**config.mk**
```make
export PLATFORM = sky130hd
export DESIGN_NAME = mem_arbiter
export DESIGN_NICKNAME = d
export VERILOG_FILES = /design/src/rtl/mem_arbiter.sv
export SDC_FILE = /design/constraint.sdc
export NUM_CORES = 1
export LEC_CHECK = 0
export ABC_AREA = 1
export BUFFER_PORTS_ARGS = -buffer_cell sky130_fd_sc_hd__buf_4
export CAP_MARGIN = 0
export CORE_ASPECT_RATIO = 1.1
export CORE_MARGIN = 4
export CORE_UTILIZATION = 30
export DETAILED_ROUTE_END_ITERATION = 6
export GPL_TIMING_DRIVEN = 1
export HOLD_SLACK_MARGIN = 0.03
export SETUP_SLACK_MARGIN = 0.15
export SLEW_MARGIN = 15
export SYNTH_ARGS = -nofsm -noshare
export SYNTH_HDL_FRONTEND = slang
export SYNTH_SLANG_ARGS = --single-unit
```
**constraint.sdc**
```tcl
create_clock -name clk -period 5.3 [get_ports clk]
set_clock_uncertainty 0.2 [all_clocks]
set_input_delay 0 -clock clk [delete_from_list [all_inputs] [get_ports clk]]
set_output_delay 0 -clock clk [all_outputs]
set_load 0.02 [all_outputs]
```
**src/rtl/mem_arbiter.sv**
```systemverilog
// Round-robin arbiter sharing one single-port memory among NUM_REQ requesters.
// Define MEM_ARB_TIMEOUT_EN to build the read watchdog (TIMEOUT_CYCLES).
//   state | meaning
//   IDLE  | scanning for the next requester after ptr
//   WRITE | write presented to memory for one cycle
//   READ  | holding the read request until memory responds
//   DONE  | request bus idle for one cycle before the next grant
module mem_arbiter #(
    parameter int NUM_REQ        = 4,
    parameter int ADDRESS_WIDTH  = 6,
    parameter int DATA_WIDTH     = 32,
    parameter int TIMEOUT_CYCLES = 15
) (
    input  logic                              clk,
    input  logic                              reset,
    input  logic [NUM_REQ-1:0]                req_valid,
    input  logic [NUM_REQ-1:0]                req_write,
    input  logic [NUM_REQ*ADDRESS_WIDTH-1:0]  req_addr,
    input  logic [NUM_REQ*DATA_WIDTH-1:0]     req_data,
    output logic [NUM_REQ-1:0]                req_ready,
    output logic [NUM_REQ-1:0]                resp_valid,
    output logic [DATA_WIDTH-1:0]             resp_data,
    output logic [$clog2(NUM_REQ)-1:0]        grant_id,
    output logic                              busy,
    output logic                              timeout_err,
    output logic                              mem_req_valid,
    output logic                              mem_req_write,
    output logic [ADDRESS_WIDTH-1:0]          mem_req_addr,
    output logic [DATA_WIDTH-1:0]             mem_req_data,
    input  logic                              mem_resp_valid,
    input  logic [DATA_WIDTH-1:0]             mem_resp_data
);
    localparam int IDW = $clog2(NUM_REQ);

    if (NUM_REQ < 2 || NUM_REQ > 8 || TIMEOUT_CYCLES < 1) begin : g_bad_params
        $error("mem_arbiter: parameter out of range");
    end

    typedef enum logic [1:0] {IDLE, WRITE, READ, DONE} state_t;

    state_t                   state;
    logic [IDW-1:0]           ptr;
    logic [IDW-1:0]           sel_id;
    logic [IDW-1:0]           scan_id;
    logic                     sel_found;
    logic                     sel_write;
    logic [ADDRESS_WIDTH-1:0] sel_addr;
    logic [DATA_WIDTH-1:0]    sel_data;

`ifdef MEM_ARB_TIMEOUT_EN
    localparam int TW = $clog2(TIMEOUT_CYCLES + 1);
    logic [TW-1:0] to_cnt;
    logic          timeout_q;
    assign timeout_err = timeout_q;
`else
    assign timeout_err = 1'b0;
`endif

    // Scan starts just past the last grant so every requester gets a turn.
    always_comb begin
        sel_found = 1'b0;
        sel_id    = ptr;
        scan_id   = ptr;
        for (int k = 1; k <= NUM_REQ; k++) begin
            scan_id = IDW'((int'(ptr) + k) % NUM_REQ);
            if (!sel_found && req_valid[scan_id]) begin
                sel_found = 1'b1;
                sel_id    = scan_id;
            end
        end
        sel_write = 1'b0;
        sel_addr  = '0;
        sel_data  = '0;
        for (int i = 0; i < NUM_REQ; i++) begin
            if (sel_id == IDW'(i)) begin
                sel_write = req_write[i];
                sel_addr  = req_addr[i*ADDRESS_WIDTH +: ADDRESS_WIDTH];
                sel_data  = req_data[i*DATA_WIDTH +: DATA_WIDTH];
            end
        end
    end

    always_ff @(posedge clk or posedge reset) begin
        if (reset) begin
            state         <= IDLE;
            ptr           <= IDW'(NUM_REQ - 1);
            req_ready     <= '0;
            resp_valid    <= '0;
            resp_data     <= '0;
            grant_id      <= '0;
            busy          <= 1'b0;
            mem_req_valid <= 1'b0;
            mem_req_write <= 1'b0;
            mem_req_addr  <= '0;
            mem_req_data  <= '0;
`ifdef MEM_ARB_TIMEOUT_EN
            to_cnt        <= '0;
            timeout_q     <= 1'b0;
`endif
        end else begin
            req_ready  <= '0;
            resp_valid <= '0;
`ifdef MEM_ARB_TIMEOUT_EN
            timeout_q  <= 1'b0;
`endif
            case (state)
                IDLE: begin
                    if (sel_found) begin
                        mem_req_valid <= 1'b1;
                        mem_req_write <= sel_write;
                        mem_req_addr  <= sel_addr;
                        mem_req_data  <= sel_data;
                        req_ready     <= NUM_REQ'(1) << sel_id;
                        grant_id      <= sel_id;
                        ptr           <= sel_id;
                        busy          <= 1'b1;
                        state         <= sel_write ? WRITE : READ;
`ifdef MEM_ARB_TIMEOUT_EN
                        to_cnt        <= TW'(TIMEOUT_CYCLES - 1);
`endif
                    end
                end
                WRITE: begin
                    mem_req_valid <= 1'b0;
                    resp_valid    <= NUM_REQ'(1) << grant_id;
                    state         <= DONE;
                end
                READ: begin
                    if (mem_resp_valid) begin
                        resp_data     <= mem_resp_data;
                        resp_valid    <= NUM_REQ'(1) << grant_id;
                        mem_req_valid <= 1'b0;
                        state         <= DONE;
                    end
`ifdef MEM_ARB_TIMEOUT_EN
                    else if (to_cnt == '0) begin
                        resp_data     <= '0;
                        resp_valid    <= NUM_REQ'(1) << grant_id;
                        mem_req_valid <= 1'b0;
                        timeout_q     <= 1'b1;
                        state         <= DONE;
                    end else begin
                        to_cnt <= to_cnt - 1'b1;
                    end
`endif
                end
                DONE: begin
                    busy  <= 1'b0;
                    state <= IDLE;
                end
                default: state <= IDLE;
            endcase
        end
    end
endmodule

```
==> key figures, run 1 <==
Power and ir drop
  • Pint: 0.00321 W
  • Sw frac: 47.6%
  • Sequential share of power: 19.1%
  • PD cells: 710 nW/µm²
  • Comb pwr share: 70.8%
  • Net switching power: 0.00292 W
  • Worst vdd ir: 0.304 mV
  • LEAKAGE: 4.57 nW
  • Clock power share: 10.1%

Worst setup path
  • Req. time, crit path: 5.38 ns
  • Setup crit start kind: flop
  • Critical path class: flop to flop
  • CP Capture Type: flop
  • Arrival @ worst endpoint: 4.59 ns
  • Maximum fanout along the worst path: 21

Clock tree
  • Clk_lat worst skew: 0.34 ns
  • Cts hold-fix bufs: 151
  • Root buffer cell: clkbuf_16
  • Clk slew on worst S/H paths: 0.07 ns
  • TritonCTS Sinks: 87
  • Clock buffer depth: 2
  • H-Tree Level Count: 3
  • Post-CTS sizing: 0
  • Post-CTS Setup Inserts: 0
  • Num CTS Buffers: 9
  • CTS tree: done

Timing
  • Final Cycle Share: 85.2%
  • Tmin final: 4.52 ns
  • Slew Limit Fails: 0
  • Final setup viols: 0
  • Final Hold Vio Count: 0
  • PnR worst setup slack: 0.785 ns
  • Setup TNS: 0 ns
  • Worst-Margin Slew: 0.945 ns
  • Min Hold Slack: 0.181 ns
  • Fmax: 221 MHz
  • Slew HR: 36.6%
  • RSZ-0062 raised after global routing: false

Placement
  • Dpl ws: 2.06 ns
  • Placed cell area: 6840 µm²
  • IO buf count: 277
  • RePlAce Congestion: 0.842
  • Hpwl dp: 13.3 mm
  • DP Cell Count: 1,075

Synthesis
  • Syn Area/Cell: 7.45 µm²
  • Adder-Cell Fraction of Synth Area: 1.33%
  • Post-Synth XOR/XNOR Area: 0%
  • Synth Flop Type: dfrtp_1
  • Synth Instances: 630
  • Synth top area share: 45.3%
  • Number of synthesized flops with an enable pin: 0
  • Main area contributors after synthesis: dfrtp_1 45%, nand2_1 27%, o211ai_1 2.7%, nand4_1 2.7%, nand3_1 2.3%
  • Sequential area share after synthesis: 46.4%
  • Ys async rst share: 100%
  • Total number of yosys warnings: 0
  • Synth area leader: dfrtp_1
  • Mux cell area share after synthesis: 0%
  • Cell variety after synth: 34
  • Syn Nets: 830
  • Seq cells post-synth: 87
  • Simple-gate share of the synthesized area: 37.6%
  • Compound-Gate Fraction of Synth Area: 7.65%
  • Largest family of logic cells by synthesized area: simple AND/OR/NAND/NOR gates
  • Synthesized cell area: 4690 µm²

Floorplan
  • I/O Pins: 279
  • Die Area: 17,700 µm²
  • Row Count: 47
  • Initial core utilization: 30.9%
  • Core ar.: 15,200 µm²
  • Die width: 127 µm
  • Die Y: 139 µm

Drt
  • DRT antenna net count: 0
  • WL per Instance: 15.8 µm
  • Iter 0 DRT Violations: 135
  • Via count: 5,780
  • Residual DRC count: 0
  • Number of vias per cell: 4.65
  • Pre-antenna DRT Iters: 4
  • WL final: 19.7 mm

Flow run
  • Max Cap Viol: 0

Finish
  • Register cell area after layout: 2180 µm²
  • Most frequent cells in the layout: 340 x nand2_1, 280 x buf_4, 151 x dlygate4sd3_1
  • Final non-filler cell total: 1,244
  • # fillers: 1,401
  • Area growth from synthesis to layout: 84.1%
  • Layout cells sized above 1: 31.6%
  • Layout Cell Area excl Fill: 8640 µm²
  • Area of the multi-input gates: 2190 µm²
  • Nets: 1,241
  • Commonest non-fill, non-tap cell in the layout: nand2_1

GRT
  • Vias in the first global route: 6,253
  • Total GRT Usage: 22.1%
  • Overflow after GRT: 0
  • First-pass GRT wire length: 31.3 mm
  • Pin count of the biggest net entering global routing: 63
  • Initial antenna violation count: 1

Outcome
  • Status: finished, final reports clean

Hold path
  • HP Class: input port to flop
-- critical path, cell delays in order (launching register included) --
cell	delay [ns]
dfstp_2	0.64
inv_4	0.09
nand2_1	0.08
nand2_2	0.07
nand2_2	0.10
nand2_4	0.07
nor2_4	0.12
nand3_1	0.11
nand2_2	0.50
nand2_2	0.16
inv_2	0.35
nand2_2	0.10
nand4_1	0.09
dlygate4sd3_1	0.55
nand2_1	0.05
dlygate4sd3_1	0.55
nand2_1	0.06
dlygate4sd3_1	0.54
-- final timing paths --
kind | startpoint | endpoint | slack, ns | depth (start not counted)
max | ptr[0] | state[0] | 0.78 | 17
min | req_valid[1] | req_ready[2] | 0.18 | 8
max reg2reg | ptr[0] | state[0] | 0.78 | 17
min reg2reg | mem_req_data[26] | mem_req_data[26] | 0.28 | 2
max in group asynchronous | reset | mem_req_addr[1] | 3.19 | 5
min in group asynchronous | reset | resp_data[24] | 0.58 | 4
-- cells in the mapped netlist (2+ instances only) --
| master | n |
|---|---|
| o22ai_1 | 4 |
| nand2_1 | 340 |
| inv_2 | 8 |
| buf_4 | 7 |
| o21ai_1 | 10 |
| nor4_1 | 2 |
| o21ai_0 | 13 |
| nand3_1 | 22 |
| clkbuf_1 | 9 |
| nor2_1 | 10 |
| o211ai_2 | 3 |
| or2_0 | 3 |
| ha_1 | 5 |
| buf_2 | 4 |
| clkbuf_2 | 2 |
| nand2_4 | 2 |
| nand2_2 | 11 |
| dfrtp_1 | 85 |
| a21oi_1 | 9 |
| nand3_2 | 3 |
| o211ai_1 | 17 |
| buf_1 | 2 |
| nand4_1 | 20 |
| dfstp_2 | 2 |
| inv_4 | 2 |
| inv_1 | 20 |
| buf_6 | 7 |
| nor2_8 | 2 |
-- layer usage --
layer  global-route usage, %  wire, µm  up-vias
met5                       0         0        -
met2                    39.1      9770      251
met4                    7.79       536        0
met1                    25.1      7630     2663
li1                        -         -     2825
met3                    6.70      1720       41
-- registers in the layout, indices dropped and copies added (netlist names) --
signal / count
mem_req_data: 32
resp_data: 32
mem_req_addr: 6
req_ready: 4
resp_valid: 4
grant_id: 2
ptr: 2
state: 2
busy: 1
mem_req_valid: 1
mem_req_write: 1
-- layout make-up --
| cell class | count | area share (%) |
|---|---|---|
| sequential | 87 | 25.2 |
| timing repair buffer | 431 | 41.8 |
| antenna | 2 | 0.0579 |
| inverter | 31 | 1.43 |
| tap | 196 | 2.84 |
| clock buffer | 10 | 2.65 |
| clock inverter | 6 | 0.623 |
| multi-input combinational | 481 | 25.3 |
-- per-stage QoR --
stage / power (W) / utilization [%]
global route: 0.00668 / 56.9
floorplan: 0.00360 / -
global placement: 0.00458 / 45.1
CTS: 0.00612 / 56.9
finish: 0.00613 / 56.9
detailed placement: 0.00460 / 45.1
-- power groups by stage --
stage          Clock (W)  Sequential [W]  Combinational, W
3_5_place_dp           0         0.00117           0.00343
6_report        0.000621         0.00117           0.00434
3_3_place_gp           0         0.00117           0.00341
4_1_cts         0.000636         0.00117           0.00432
2_1_floorplan          0         0.00149           0.00211
5_1_grt         0.000662         0.00121           0.00480
-- cell families after synthesis --
logic type               after synthesis
other                                  1
buffers and inverters                 62
flip-flops                            87
AND/OR/NAND/NOR                      418
adder cells (fa/ha/maj)                5
AO/OA/AOI/OAI                         57
Power figures use the tool's default switching activity.
==> run 2, diff against run 1 <==
==> constraint.sdc (replaced) <==
create_clock -name clk -period 5.05 [get_ports clk]
set_clock_uncertainty 0.2 [all_clocks]
set_input_delay 0 -clock clk [delete_from_list [all_inputs] [get_ports clk]]
set_output_delay 0 -clock clk [all_outputs]
set_load 0.02 [all_outputs]
==> key figures, run 2 (synthesis results as in run 1) <==
Outcome
  • Status: finished, final reports clean

Clock tree
  • Post-CTS Setup Inserts: 0
  • Cts hold-fix bufs: 150
  • Clock buffer depth: 2
  • Clk_lat worst skew: 0.33 ns
  • Num CTS Buffers: 9
  • Post-CTS sizing: 0
  • H-Tree Level Count: 3
  • CTS tree: done
  • Root buffer cell: clkbuf_16
  • TritonCTS Sinks: 87
  • Clk slew on worst S/H paths: 0.07 ns

GRT
  • Vias in the first global route: 6,102
  • Initial antenna violation count: 1
  • Total GRT Usage: 21.7%
  • First-pass GRT wire length: 30.9 mm
  • Overflow after GRT: 0
  • Pin count of the biggest net entering global routing: 63

Worst setup path
  • CP Capture Type: flop
  • Arrival @ worst endpoint: 4.59 ns
  • Setup crit start kind: flop
  • Maximum fanout along the worst path: 21
  • R2R Setup Slk: 0.53 ns
  • Req. time, crit path: 5.12 ns
  • Critical path class: flop to flop

Flow run
  • Max Cap Viol: 0

Finish
  • Most frequent cells in the layout: 340 x nand2_1, 281 x buf_4, 150 x dlygate4sd3_1
  • Area growth from synthesis to layout: 84.6%
  • Final core area utilization: 57.1%
  • Final non-filler cell total: 1,242
  • Layout cells sized above 1: 31.8%
  • Biggest regs: mem_req_data: 32 flops, resp_data: 32 flops, mem_req_addr: 6 flops
  • Commonest non-fill, non-tap cell in the layout: nand2_1
  • Nets: 1,241
  • Ant. Diodes: 0

Floorplan
  • Initial core utilization: 30.9%
  • I/O Pins: 279
  • Die Area: 17,700 µm²
  • Die width: 127 µm
  • Die Y: 139 µm
  • Row Count: 47
  • Core ar.: 15,200 µm²

Drt
  • Residual DRC count: 0
  • Iter 0 DRT Violations: 202
  • Number of vias per cell: 4.62
  • DRT antenna net count: 0
  • WL per Instance: 15.7 µm
  • Pre-antenna DRT Iters: 5
  • Via count: 5,733
  • WL final: 19.5 mm

Placement
  • Hpwl dp: 13.4 mm
  • DP Cell Count: 1,076
  • RePlAce Congestion: 0.861
  • IO buf count: 277

Timing
  • Final Cycle Share: 89.5%
  • Final setup viols: 0
  • Setup TNS: 0 ns
  • RSZ-0062 raised after global routing: false
  • Slew HR: 45.9%
  • Final Hold Vio Count: 0
  • Fmax: 221 MHz
  • Tmin final: 4.52 ns
  • Worst-Margin Slew: 0.811 ns
  • Min Hold Slack: 0.187 ns
  • Slew Limit Fails: 0

Power and ir drop
  • LEAKAGE: 4.59 nW
  • Worst vdd ir: 0.455 mV
  • PD cells: 746 nW/µm²
  • Power Total: 0.00646 W

Hold path
  • HP Class: input port to flop
==> run 2: final timing paths <==
path / startpoint / endpoint / cells past startpoint
setup / recovery: ptr[0] / state[0] / 17
hold / removal: req_valid[0] / req_ready[2] / 8
setup reg to reg: ptr[0] / state[0] / 17
hold reg to reg: mem_req_data[31] / mem_req_data[31] / 2
max in group asynchronous: reset / resp_data[23] / 5
min in group asynchronous: reset / resp_data[2] / 4
==> run 2: worst max-delay path: stages (launching register included) <==
cell and delay (ns):
dfstp_2 0.64, inv_4 0.09, nand2_1 0.08, nand2_2 0.07
nand2_2 0.10, nand2_4 0.08, o21ai_1 0.16, nand3_2 0.10
nand2_2 0.48, nand2_2 0.17, inv_2 0.34, nand2_2 0.09
nand4_1 0.09, dlygate4sd3_1 0.55, nand2_1 0.05, dlygate4sd3_1 0.56
nand2_1 0.06, dlygate4sd3_1 0.54
==> run 2: metrics by stage <==
| stage | area (µm²) | worst slack, ns |
|---|---|---|
| CTS | 8660 | 0.542 |
| floorplan | 4690 | 2.60 |
| global placement | 6850 | 1.91 |
| detailed placement | 6850 | 1.78 |
| finish | 8660 | 0.530 |
| global route | 8660 | 0.246 |
==> run 2: layer usage <==
metal | share of wire, % | up-vias | GRT usage (%)
li1 | - | 2826 | -
met1 | 39 | 2616 | 24.9
met2 | 50 | 253 | 38.4
met3 | 8.6 | 36 | 6.66
met4 | 2.5 | 2 | 6.83
met5 | 0.036 | - | 0
==> run 2: power by group <==
group	internal, W	switching, W
combinational	0.00199	0.00254
clock	0.000405	0.000294
sequential	0.00103	0.000198
==> run 2: cell type report <==
class / instances / area, µm²
inverters: 31 / 124
clock buffers: 10 / 239
repair buffers: 431 / 3610
well taps: 196 / 245
fillers: 1391 / 6510
multi-input cells: 481 / 2190
clock inverters: 6 / 76.3
flip-flops and latches: 87 / 2180
==> run 3, diff against run 2 <==
--- a/config.mk
+++ b/config.mk
@@ -5,12 +5,12 @@
 export SDC_FILE = /design/constraint.sdc
 export NUM_CORES = 1
 export LEC_CHECK = 0
-export ABC_AREA = 1
 export BUFFER_PORTS_ARGS = -buffer_cell sky130_fd_sc_hd__buf_4
 export CAP_MARGIN = 0
 export CORE_ASPECT_RATIO = 1.1
 export CORE_MARGIN = 4
 export CORE_UTILIZATION = 30
+export CTS_CLUSTER_DIAMETER = 40
 export DETAILED_ROUTE_END_ITERATION = 6
 export GPL_TIMING_DRIVEN = 1
 export HOLD_SLACK_MARGIN = 0.03
==> key figures, run 3 <==
Outcome
  • Status: finished, final reports clean

Clock tree
  • Root buffer cell: clkbuf_16
  • Post-CTS sizing: 0
  • Num CTS Buffers: 9
  • Cts hold-fix bufs: 119
  • Clock buffer depth: 2
  • Clk_lat worst skew: 0.33 ns
  • TritonCTS Sinks: 87
  • Clk slew on worst S/H paths: 0.07 ns
  • Post-CTS Setup Inserts: 0
  • CTS tree: done
  • H-Tree Level Count: 3

Drt
  • WL per Instance: 17.0 µm
  • Via count: 4,877
  • Pre-antenna DRT Iters: 5
  • WL final: 17.0 mm
  • Iter 0 DRT Violations: 297
  • Number of vias per cell: 4.89
  • DRT antenna net count: 0
  • Residual DRC count: 0

Synthesis
  • Synth area leader: dfrtp_1
  • Main area contributors after synthesis: dfrtp_1 48%, mux2_2 9.8%, a222oi_1 4.7%, mux2_4 4.7%, nor2_1 3.3%
  • Post-synth top cells: 85 x dfrtp_1, 39 x mux2_2, 39 x nor2_1
  • Simple-gate share of the synthesized area: 10.6%
  • Number of synthesized flops with an enable pin: 0
  • Cell variety after synth: 46
  • Seq cells post-synth: 87
  • Compound-Gate Fraction of Synth Area: 19.6%
  • Synth top area share: 47.6%
  • Most common cell in the netlist: dfrtp_1
  • Mux cell area share after synthesis: 14.8%
  • Syn Nets: 622
  • Sequential area share after synthesis: 48.8%
  • Adder-Cell Fraction of Synth Area: 1.40%
  • Largest family of logic cells by synthesized area: compound AO/OA/AOI/OAI gates
  • Synthesized cell area: 4470 µm²
  • Ys async rst share: 100%
  • Post-Synth XOR/XNOR Area: 0%
  • Synth Instances: 422
  • Total number of yosys warnings: 0
  • Syn Area/Cell: 10.6 µm²
  • Synth Flop Type: dfrtp_1

Timing
  • RSZ-0062 raised after global routing: false
  • Slew Limit Fails: 0
  • Worst-Margin Slew: 1.01 ns
  • Final Hold Vio Count: 0
  • Slew HR: 32.2%
  • Setup TNS: 0 ns
  • Final setup viols: 0
  • Final Cycle Share: 73.8%
  • Tmin final: 3.73 ns
  • Fmax: 268 MHz

GRT
  • First-pass GRT wire length: 27.1 mm
  • Overflow after GRT: 0
  • Pin count of the biggest net entering global routing: 74
  • Total GRT Usage: 19.7%
  • Initial antenna violation count: 0
  • Vias in the first global route: 5,338

Floorplan
  • Initial core utilization: 30.8%
  • Row Count: 46
  • Die width: 124 µm
  • Die Y: 136 µm
  • I/O Pins: 279
  • Core ar.: 14,500 µm²
  • Die Area: 16,900 µm²

Worst setup path
  • Worst path cell trace: and2b_1, o21ai_0, and3_2, buf_4, mux2_2, a222oi_1, dlygate4sd3_1, o21ai_0
  • Arrival @ worst endpoint: 3.72 ns
  • Most numerous cell on the critical path: o21ai_0
  • Slowest Stage Delay on Critical Path: 0.60 ns
  • CP Capture Type: flop
  • Setup crit start kind: flop
  • Maximum fanout along the worst path: 23
  • Critical path class: flop to flop
  • CP max-delay cell: dlygate4sd3_1
  • Req. time, crit path: 5.04 ns

Power and ir drop
  • Worst vdd ir: 0.272 mV
  • LEAKAGE: 3.91 nW
  • PD cells: 574 nW/µm²
  • Power Total: 0.00468 W

Finish
  • # fillers: 1,246
  • Biggest regs: mem_req_data: 32 flops, resp_data: 32 flops, mem_req_addr: 6 flops
  • Commonest non-fill, non-tap cell in the layout: buf_4
  • Nets: 1,000
  • Most frequent cells in the layout: 285 x buf_4, 119 x dlygate4sd3_1, 85 x dfrtp_1
  • Area growth from synthesis to layout: 82.4%
  • Ant. Diodes: 0
  • Layout cells sized above 1: 45.2%

Placement
  • RePlAce Congestion: 0.840
  • Hpwl dp: 11.8 mm
  • IO buf count: 277

Flow run
  • Max Cap Viol: 0

Hold path
  • HP Class: input port to flop
-- run 3: worst max-delay path: cells and delay by family (launching register included) --
family	cells	cell delay [ns]
buffers and inverters	2	1.01
flip-flops	1	0.59
multiplexers	1	0.38
AO/OA/AOI/OAI	3	0.67
AND/OR/NAND/NOR	2	0.72
-- run 3: routing by layer --
metal / track usage (%) / vias up / part of all wire, %
li1: - / 2306 / -
met1: 21.6 / 2268 / 38
met2: 34.3 / 265 / 50
met3: 7.15 / 38 / 8.6
met4: 8.95 / 0 / 3.5
met5: 0 / - / 0
-- run 3: power by group --
part | total [W] | internal (W) | switching (W)
Combinational | 0.00283 | 0.00141 | 0.00142
Clock | 0.000611 | 0.000335 | 0.000276
Sequential | 0.00124 | 0.00104 | 0.000204
-- run 3: path summary, 6_finish.rpt --
check / startpoint / end / slack (ns) / cells after the start
setup / recovery: ptr[0] / mem_req_data[31] / 1.32 / 8
hold / removal: req_valid[2] / req_ready[1] / 0.21 / 6
setup reg to reg: ptr[0] / mem_req_data[31] / 1.32 / 8
hold reg to reg: mem_req_write / mem_req_write / 0.29 / 1
max in group asynchronous: reset / mem_req_data[10] / 2.92 / 5
min in group asynchronous: reset / mem_req_data[20] / 0.53 / 4
-- run 3: layout make-up --
cell class	count	area, µm²	area share (%)
timing repair buffer	404	3330	40.9
sequential	87	2180	26.7
multi-input combinational	291	2100	25.8
tap	192	240	2.95
clock buffer	10	229	2.81
clock inverter	6	45.0	0.553
inverter	7	27.5	0.338
-- run 3: logic make-up after synthesis --
logic type,after synthesis
AOI/OAI and AO/OA,126
and+or+nand+nor,105
DFF,87
muxes,54
buffers and inverters,44
adders and majority gates,5
other,1
-- run 3: metrics by stage --
step | util (%) | cell area [µm²] | cells | setup WS [ns] | hold WS, ns
floorplan | - | 4470 | 422 | 2.60 | -0.0483
global placement | 46.1 | 6680 | 862 | 1.97 | -0.248
detailed placement | 46.1 | 6680 | 862 | 1.80 | -0.246
CTS | 56.2 | 8150 | 997 | 1.37 | 0.184
global route | 56.2 | 8150 | 997 | 1.10 | 0.243
finish | 56.2 | 8150 | 997 | 1.32 | 0.210
